==> config.mk <==
export PLATFORM = sky130hd
export DESIGN_NAME = game_fsm_nxn
export DESIGN_NICKNAME = d
export VERILOG_FILES = /design/src/rtl/game_fsm_nxn.sv
export SDC_FILE = /design/constraint.sdc
export NUM_CORES = 1
export LEC_CHECK = 0
export CAP_MARGIN = 20
export CORE_MARGIN = 5
export CORE_UTILIZATION = 56
export CTS_CLUSTER_DIAMETER = 30
export CTS_CLUSTER_SIZE = 12
export DETAILED_ROUTE_END_ITERATION = 12
export PLACE_DENSITY = 0.85
export REMOVE_ABC_BUFFERS = 1
export SYNTH_ARGS = -nofsm -noshare
export SYNTH_HDL_FRONTEND = slang
export SYNTH_SLANG_ARGS = --single-unit
==> constraint.sdc <==
create_clock -name i_clk -period 7 [get_ports i_clk]
set_input_delay 1.05 -clock i_clk [delete_from_list [all_inputs] [get_ports i_clk]]
set_output_delay 1.05 -clock i_clk [all_outputs]
set_load 0.03 [all_outputs]
==> src/rtl/game_fsm_nxn.sv <==
// N x N, K-in-a-row game controller: cursor/place keys, sequential win/draw walk; outputs registered, update one cycle after an accepted key.
// Keys arriving while o_busy (CHECK/HILITE) are dropped, not queued; define WIN_HIGHLIGHT_EN for the winning-cell HILITE pass.
module game_fsm_nxn #(
    parameter int N = 3,
    parameter int K = 3
) (
    input  logic               i_clk,
    input  logic               i_reset,
    input  logic [2:0]         i_key_value,
    input  logic               i_key_valid,
    output logic [4*N*N-1:0]   o_control_array,
    output logic               o_turn,
    output logic [1:0]         o_game_state,
    output logic               o_busy
);
    localparam int CELLS = N * N;
    localparam int CW    = $clog2(N);
    localparam int IW    = $clog2(CELLS);
    localparam int MCW   = $clog2(CELLS + 1);
    localparam int OW    = $clog2(2 * K - 1);
    localparam int RW    = $clog2(K + 1);

    typedef enum logic [1:0] {
        S_PLAY  = 2'd0,
        S_CHECK = 2'd1,
`ifdef WIN_HIGHLIGHT_EN
        S_OVER  = 2'd2,
        S_HILITE = 2'd3
`else
        S_OVER  = 2'd2
`endif
    } state_t;

    state_t                  r_state, w_state_nxt;
    logic [CELLS-1:0][1:0]   r_board, w_board_nxt;
    logic [CELLS-1:0]        r_hl, w_hl_nxt;
    logic [CW-1:0]           r_crow, r_ccol, w_crow_nxt, w_ccol_nxt;
    logic [CW-1:0]           r_prow, r_pcol, w_prow_nxt, w_pcol_nxt;
    logic [1:0]              r_pmark, w_pmark_nxt;
    logic [1:0]              r_dir, w_dir_nxt;
    logic [OW-1:0]           r_off, w_off_nxt;
    logic [RW-1:0]           r_run, w_run_nxt, w_run_inc;
    logic                    r_turn, w_turn_nxt;
    logic [1:0]              r_gstate, w_gstate_nxt;
    logic [MCW-1:0]          r_moves, w_moves_nxt;
    logic [4*CELLS-1:0]      r_ctrl, w_ctrl_nxt;
    logic                    r_busy, w_busy_nxt;
    logic [IW-1:0]           w_cidx, w_cidx_nxt, w_tidx;
    int                      w_o, w_tr, w_tc;
    logic                    w_inb, w_match, w_newgame;

    assign w_cidx     = IW'(int'(r_crow) * N + int'(r_ccol));
    assign w_cidx_nxt = IW'(int'(w_crow_nxt) * N + int'(w_ccol_nxt));
    assign w_newgame  = i_key_valid && (i_key_value == 3'd5) && (r_state == S_PLAY || r_state == S_OVER);

    // Cell under test: placed cell shifted by the signed walk offset along the current direction.
    always_comb begin
        w_o  = int'(r_off) - (K - 1);
        w_tr = int'(r_prow);
        w_tc = int'(r_pcol);
        case (r_dir)
            2'd0:    w_tc = w_tc + w_o;
            2'd1:    w_tr = w_tr + w_o;
            2'd2:    begin w_tr = w_tr + w_o; w_tc = w_tc + w_o; end
            default: begin w_tr = w_tr + w_o; w_tc = w_tc - w_o; end
        endcase
        w_inb     = (w_tr >= 0) && (w_tr < N) && (w_tc >= 0) && (w_tc < N);
        w_tidx    = w_inb ? IW'(w_tr * N + w_tc) : '0;
        w_match   = w_inb && (r_board[w_tidx] == r_pmark);
        w_run_inc = w_match ? r_run + RW'(1) : '0;
    end

    always_comb begin
        w_state_nxt  = r_state;
        w_board_nxt  = r_board;
        w_hl_nxt     = r_hl;
        w_crow_nxt   = r_crow;
        w_ccol_nxt   = r_ccol;
        w_prow_nxt   = r_prow;
        w_pcol_nxt   = r_pcol;
        w_pmark_nxt  = r_pmark;
        w_dir_nxt    = r_dir;
        w_off_nxt    = r_off;
        w_run_nxt    = r_run;
        w_turn_nxt   = r_turn;
        w_gstate_nxt = r_gstate;
        w_moves_nxt  = r_moves;
        case (r_state)
            S_PLAY: begin
                if (i_key_valid) begin
                    case (i_key_value)
                        3'd0: w_crow_nxt = (r_crow == '0) ? CW'(N - 1) : r_crow - CW'(1);
                        3'd1: w_crow_nxt = (r_crow == CW'(N - 1)) ? '0 : r_crow + CW'(1);
                        3'd2: w_ccol_nxt = (r_ccol == '0) ? CW'(N - 1) : r_ccol - CW'(1);
                        3'd3: w_ccol_nxt = (r_ccol == CW'(N - 1)) ? '0 : r_ccol + CW'(1);
                        3'd4: begin
                            if (r_board[w_cidx] == 2'b00) begin
                                w_board_nxt[w_cidx] = r_turn ? 2'b10 : 2'b01;
                                w_pmark_nxt = r_turn ? 2'b10 : 2'b01;
                                w_moves_nxt = r_moves + MCW'(1);
                                w_prow_nxt  = r_crow;
                                w_pcol_nxt  = r_ccol;
                                w_dir_nxt   = 2'd0;
                                w_off_nxt   = '0;
                                w_run_nxt   = '0;
                                w_state_nxt = S_CHECK;
                            end
                        end
                        default: ;
                    endcase
                end
            end
            S_CHECK: begin
                if (w_run_inc == RW'(K)) begin
                    w_gstate_nxt = r_pmark;
                    w_run_nxt    = w_run_inc;
`ifdef WIN_HIGHLIGHT_EN
                    w_state_nxt  = S_HILITE;
`else
                    w_state_nxt  = S_OVER;
`endif
                end else if (r_off == OW'(2 * K - 2)) begin
                    w_off_nxt = '0;
                    w_run_nxt = '0;
                    w_dir_nxt = r_dir + 2'd1;
                    if (r_dir == 2'd3) begin
                        if (r_moves == MCW'(CELLS)) begin
                            w_gstate_nxt = 2'b11;
                            w_state_nxt  = S_OVER;
                        end else begin
                            w_turn_nxt  = ~r_turn;
                            w_state_nxt = S_PLAY;
                        end
                    end
                end else begin
                    w_off_nxt = r_off + OW'(1);
                    w_run_nxt = w_run_inc;
                end
            end
`ifdef WIN_HIGHLIGHT_EN
            // Walk back from the offset that completed the run, marking one cell per cycle.
            S_HILITE: begin
                w_hl_nxt[w_tidx] = 1'b1;
                w_off_nxt = r_off - OW'(1);
                w_run_nxt = r_run - RW'(1);
                if (r_run == RW'(1)) w_state_nxt = S_OVER;
            end
`endif
            default: ;
        endcase
        if (w_newgame) begin
            w_board_nxt  = '0;
            w_hl_nxt     = '0;
            w_crow_nxt   = '0;
            w_ccol_nxt   = '0;
            w_turn_nxt   = 1'b0;
            w_gstate_nxt = 2'b00;
            w_moves_nxt  = '0;
            w_state_nxt  = S_PLAY;
        end
    end

    always_comb begin
        w_busy_nxt = (w_state_nxt == S_CHECK);
`ifdef WIN_HIGHLIGHT_EN
        w_busy_nxt = w_busy_nxt || (w_state_nxt == S_HILITE);
`endif
        w_ctrl_nxt = '0;
        for (int i = 0; i < CELLS; i++) begin
            w_ctrl_nxt[4*i +: 2] = w_board_nxt[i];
            w_ctrl_nxt[4*i + 2]  = (IW'(i) == w_cidx_nxt);
            w_ctrl_nxt[4*i + 3]  = w_hl_nxt[i];
        end
    end

    always_ff @(posedge i_clk) begin
        if (i_reset) begin
            r_state  <= S_PLAY;
            r_board  <= '0;
            r_hl     <= '0;
            r_crow   <= '0;
            r_ccol   <= '0;
            r_prow   <= '0;
            r_pcol   <= '0;
            r_pmark  <= 2'b00;
            r_dir    <= 2'd0;
            r_off    <= '0;
            r_run    <= '0;
            r_turn   <= 1'b0;
            r_gstate <= 2'b00;
            r_moves  <= '0;
            r_ctrl   <= (4 * CELLS)'(4);
            r_busy   <= 1'b0;
        end else begin
            r_state  <= w_state_nxt;
            r_board  <= w_board_nxt;
            r_hl     <= w_hl_nxt;
            r_crow   <= w_crow_nxt;
            r_ccol   <= w_ccol_nxt;
            r_prow   <= w_prow_nxt;
            r_pcol   <= w_pcol_nxt;
            r_pmark  <= w_pmark_nxt;
            r_dir    <= w_dir_nxt;
            r_off    <= w_off_nxt;
            r_run    <= w_run_nxt;
            r_turn   <= w_turn_nxt;
            r_gstate <= w_gstate_nxt;
            r_moves  <= w_moves_nxt;
            r_ctrl   <= w_ctrl_nxt;
            r_busy   <= w_busy_nxt;
        end
    end

    assign o_control_array = r_ctrl;
    assign o_turn          = r_turn;
    assign o_game_state    = r_gstate;
    assign o_busy          = r_busy;
endmodule
# After elaboration in Yosys (flattened, before gate mapping)

Index checks and enable logic that the tools add are counted.

Bitwise gates (word level): 3
Reduce and logical (&&, ||, !) cells: 27
Equal/unequal tests: 30
Multiplexer cells: 58
Add/subtract/negate cells: 15
Multipliers: 3
$lt $le $gt $ge: 7

Operators by type and width:

| cell                   | count |
|---|---|
| $mux W18               | 5 |
| $mux W2                | 34 |
| $ge A32 B1 Y1 const B  | 2 |
| $lt A32 B3 Y1 const B  | 2 |
| $pmux W32 S2           | 1 |
| $mul A32 B3 Y4 const B | 1 |
| $mux W32               | 1 |
| $pmux W2 S2            | 5 |
| $bwmux W18             | 1 |
| $bmux W2 S4            | 2 |
| $eq A3 B4 Y1 const A   | 4 |
| $mux W3                | 5 |
| $eq A2 B2 Y1 const B   | 6 |
| $reduce_and A4 Y1      | 3 |
| $add A3 B4 Y5          | 2 |
| $logic_not A2 Y1       | 5 |
| $lt A4 B5 Y1 const B   | 2 |
| $reduce_and A5 Y1      | 2 |
| $eq A3 B3 Y1 const B   | 3 |
| $mux W9                | 1 |
| $add A2 B1 Y2 const B  | 4 |
| $add A4 B2 Y4          | 2 |
| $demux W2 S4           | 1 |
| $eq A2 B4 Y1 const A   | 2 |
| other kinds (27)       | 47 |

Output and inout port bits: 40
Input port bits: 6
Logic and storage cells: 167
Flip-flop bits (word level): 90

# Depth between registers and ports, before layout

Depth in word-level cells: 18
Gate-level depth with buffers: 21
Mapped depth without buffers: 18

# Least setup slack after synthesis

No wires, ideal clock.

Kind: reg-to-reg
Start point: reg r_dir[0]
End point: reg r_turn, in the netlist o_turn
Setup slack: 1,924 ps
Arrival: 5,006 ps
Setup time: 70 ps
Period minus slack after synthesis: 5,076 ps
Stages on the path, launching flop included: 21
Cells stage by stage: dfxtp_1 inv_1 ha_1 buf_6 nor2_1 mux2i_1 inv_1 fa_1 nor3_1 nor3_1 fa_1 fa_1 buf_2 mux4_2 nand3_1 o21ai_1 xnor2_1 and4b_1 buf_6 or4_1 a21oi_1

Word-level cells in the longest chain between the ends: 15

RTL lines:

| element                                                 | RTL line | text |
|---|---|---|
| from (decl)                                             | 40       | `logic [1:0] r_dir, w_dir_nxt;` |
| from (signal assigned)                                  | 203      | `r_dir <= w_dir_nxt;` |
| branches (longest 14 deep; another with $mul A32 B3 Y4) | --       |  |
| $reduce_and A5 Y1 (no line) *                           | --       |  |
| to (signal assigned)                                    | 206      | `r_turn <= w_turn_nxt;` |
| to (decl)                                               | 43       | `logic r_turn, w_turn_nxt;` |

Every way passes the cells marked *. The select of a mux whose other input is x is not followed.
A chain may end at the register's enable or synchronous reset.

# Final worst setup path

Same ends and word-level chain as after synthesis.

==> metrics.txt <==
multi-input logic area=0.00217 sq mm; Ys Warns=0; setup TNS=0 ns; post-route minimum period=5.66 ns; RSZ-0062 raised after global routing=no; Setup crit end kind=flip-flop; first-pass GRT wire length=12900 um; DR WL/cell=15.4 um; nets=475; DR iter-0 viols=189; Core ar.=0.00599 sq mm; Die ar.=0.00789 sq mm; gr ovfl total=0; layout cells sized above 1=5.14%; critical-path cell list=inv_1 > ha_1 > nor2_1 > mux2i_1 > inv_1 > fa_1 > nor3_1 > nor3_1 > fa_1 > fa_1 > mux2i_1 > a221oi_1 > mux2i_1 > o21ai_1 > xnor2_1 > and4b_1 > or4_1 > a21oi_1; Filler Cells Inserted=518; routed vias/inst=5.84; Num CTS Buffers=5; relative slew slack=38.2%; Die Height=88.8 um; most frequent cells in the layout=54 x dfxtp_1, 46 x nor2_1, 36 x clkdlybuf4s50_1; run status=completed; CP max FO=10; sw frac=26.6%; Clk Latency, worst-skew pair=0.31 ns; worst hold path stage count=2; Yosys reg bits=54; fin. max-slew vios=0; Clk pwr share=32.1%; Fin. Hold Viols=0; pin count of the biggest net entering global routing=29; drt total wl=7770 um; Tightest Hold Check Type=flip-flop to flip-flop; n_diodes=0; via count=2939; Startpoint Class=flip-flop; Critical R2R Capture=o_turn; vias in the first global route=2751; Sink Count=54; H-tree Lvls=2; Setup Skew=0.0104 ns; Post-Syn Area=0.00348 sq mm; Setup WS pre-CTS=1.42 ns; cts repair resizes=0; PwrDens=140 mW/mm^2; Max-Cap Viols=0; commonest non-fill, non-tap cell in the layout=dfxtp_1; Avg Cell Area, Syn=8.68 sq um; net switching power=145 uW; Synth cell types=52; Starting Density=58.1%; Die Width=88.8 um; critical path startpoint=r_dir[0]; Core Util, Final=65.2%; First-pass DRT Iterations=4; input/output buffers=36; register area=0.00108 sq mm; CTS Buffer Depth=2; sequential share of the synthesized area=31.1%; remaining antenna violation count=0; placed inst area=0.00382 sq mm; Post-synth EDFFs=0; Finished Layout Cells=503; Pwr Total=545 uW; Logic pwr share=10.3%; Worst Setup EP=o_turn; Worst Setup Slack, final=1.34 ns; P_int=400 uW; initial antenna violation count=0; cells on worst reg2reg path=18; Remaining DRCs=0; WS Path Type=flip-flop to flip-flop; CP max stage delay=0.79 ns; top_reg_cell synth=dfxtp_1; Hold Buf Count CTS=0; data arrival time of the worst path=5.90 ns; Final setup viols=0; CTS tree=done; register-to-register setup slack=1.34 ns; R2R Path Start=r_dir[0]; placed cell count=495; Root Buffer=clkbuf_8; Leakage=1.48 nW; hold_ws=0.461 ns; Boundary Pins=46; fmax=177 MHz; Design Area, Final=0.00391 sq mm; final worst-path cycle share=80.9%; num rows=28; Crit-path slowest cell=fa_1; Layout area overhead=12.3%; Final HPWL DP=6080 um; Reg clk slew, reported paths=0.10 ns; Async SR Flop Fraction=0%; Worst-Margin Slew=0.925 ns; Syn Inst Count=401; Seq pwr share=57.6%; GRT Overall Usage=20.6%; post-CTS setup buffer count=0; IR Drop Worst-Case VDD=113 uV; Final Wtd Congestion=0.926; Worst EP required=7.24 ns
-- worst max-delay path, delay by kind of cell, from the launching register on --
family,cells,cell delay (ns)
AOI/OAI and AO/OA,3,0.75
xor gates and xnor gates,1,0.15
adders and majority gates,4,2.04
buffers and inverters,2,0.18
DFF,1,0.43
muxes,3,0.55
and+or+nand+nor,5,1.51
-- flip-flops by register name, indices dropped and copies added (netlist names), 3 cells and up --
register and cells:
r_board 9, r_moves 4, o_control_array 18, r_off 3
-- cells in the mapped netlist, drive strengths merged, types with 2 or more instances --
master,n,share of area (%)
dfxtp,54,31
nor2,46,5.0
ha,33,12
inv,28,3.0
a21oi,22,3.2
nand2,20,2.2
nor3,19,2.7
mux2i,17,4.9
buf,16,3.4
o21ai,13,1.9
clkbuf,10,1.1
fa,9,5.2
nand2b,9,1.6
nand3,9,1.3
nor2b,7,1.3
o31ai,7,1.5
or3,6,1.2
xnor2,6,1.5
a211oi,5,1.1
a31oi,5,0.90
nand3b,5,1.1
nand4,5,0.90
xor2,5,1.3
nor4,4,0.72
or2,4,0.72
and3,3,0.54
mux2,3,0.97
o311ai,3,0.76
a211o,2,0.50
a221oi,2,0.50
and4b,2,0.58
nor4b,2,0.50
o21a,2,0.43
o21bai,2,0.43
o22ai,2,0.36
or4,2,0.43
-- worst min path at each step --
| stage | from | endpoint | slack, ns |
|---|---|---|---|
| after floorplan | r_run[0] | r_run[0] | 0.44 |
| after global placement | o_game_state[1] | o_game_state[1] | 0.45 |
| after detailed placement | o_game_state[1] | o_game_state[1] | 0.45 |
| after CTS | o_game_state[1] | o_game_state[1] | 0.47 |
| after global routing | o_game_state[1] | o_game_state[1] | 0.48 |
| final | o_game_state[1] | o_game_state[1] | 0.46 |
-- cells by family (layout without fill, tap and decap cells) --
logic type	count (synthesis)	in the layout	share of synthesized area, %
adder cells (fa/ha/maj)	42	42	17.0
XOR/XNOR	11	11	2.77
AO/OA/AOI/OAI	73	73	13.8
buffers and inverters	54	73	7.48
AND/OR/NAND/NOR	145	145	21.2
multiplexers	21	21	6.51
flip-flops	54	54	31.1
other	1	9	0.108
-- per-layer routing --
layer  vias up  part of all wire, %  track usage (%)  wire length [um]
met1      1397                   42             26.4              3300
met5         -                    0                0                 0
li1       1441                    -                -                 -
met4         0                  2.4             6.46               185
met3        19                  5.6             3.63               438
met2        82                   50             35.1              3840
-- power by group through the flow --
stage / Combinational (mW) / Sequential (mW) / Clock [mW]
global route: 0.0616 / 0.315 / 0.191
CTS: 0.0561 / 0.314 / 0.175
floorplan: 0.0345 / 0.324 / 0
finish: 0.0563 / 0.314 / 0.175
detailed placement: 0.0557 / 0.321 / 0
global placement: 0.0544 / 0.321 / 0
-- layout make-up --
cell class | count | area share (%)
well taps | 75 | 2.40
flip-flops and latches | 54 | 27.7
clock inverters | 3 | 0.545
clock buffers | 5 | 1.76
multi-input cells | 301 | 55.5
inverters | 28 | 2.69
repair buffers | 37 | 9.42
Power figures use the tool's default switching activity.
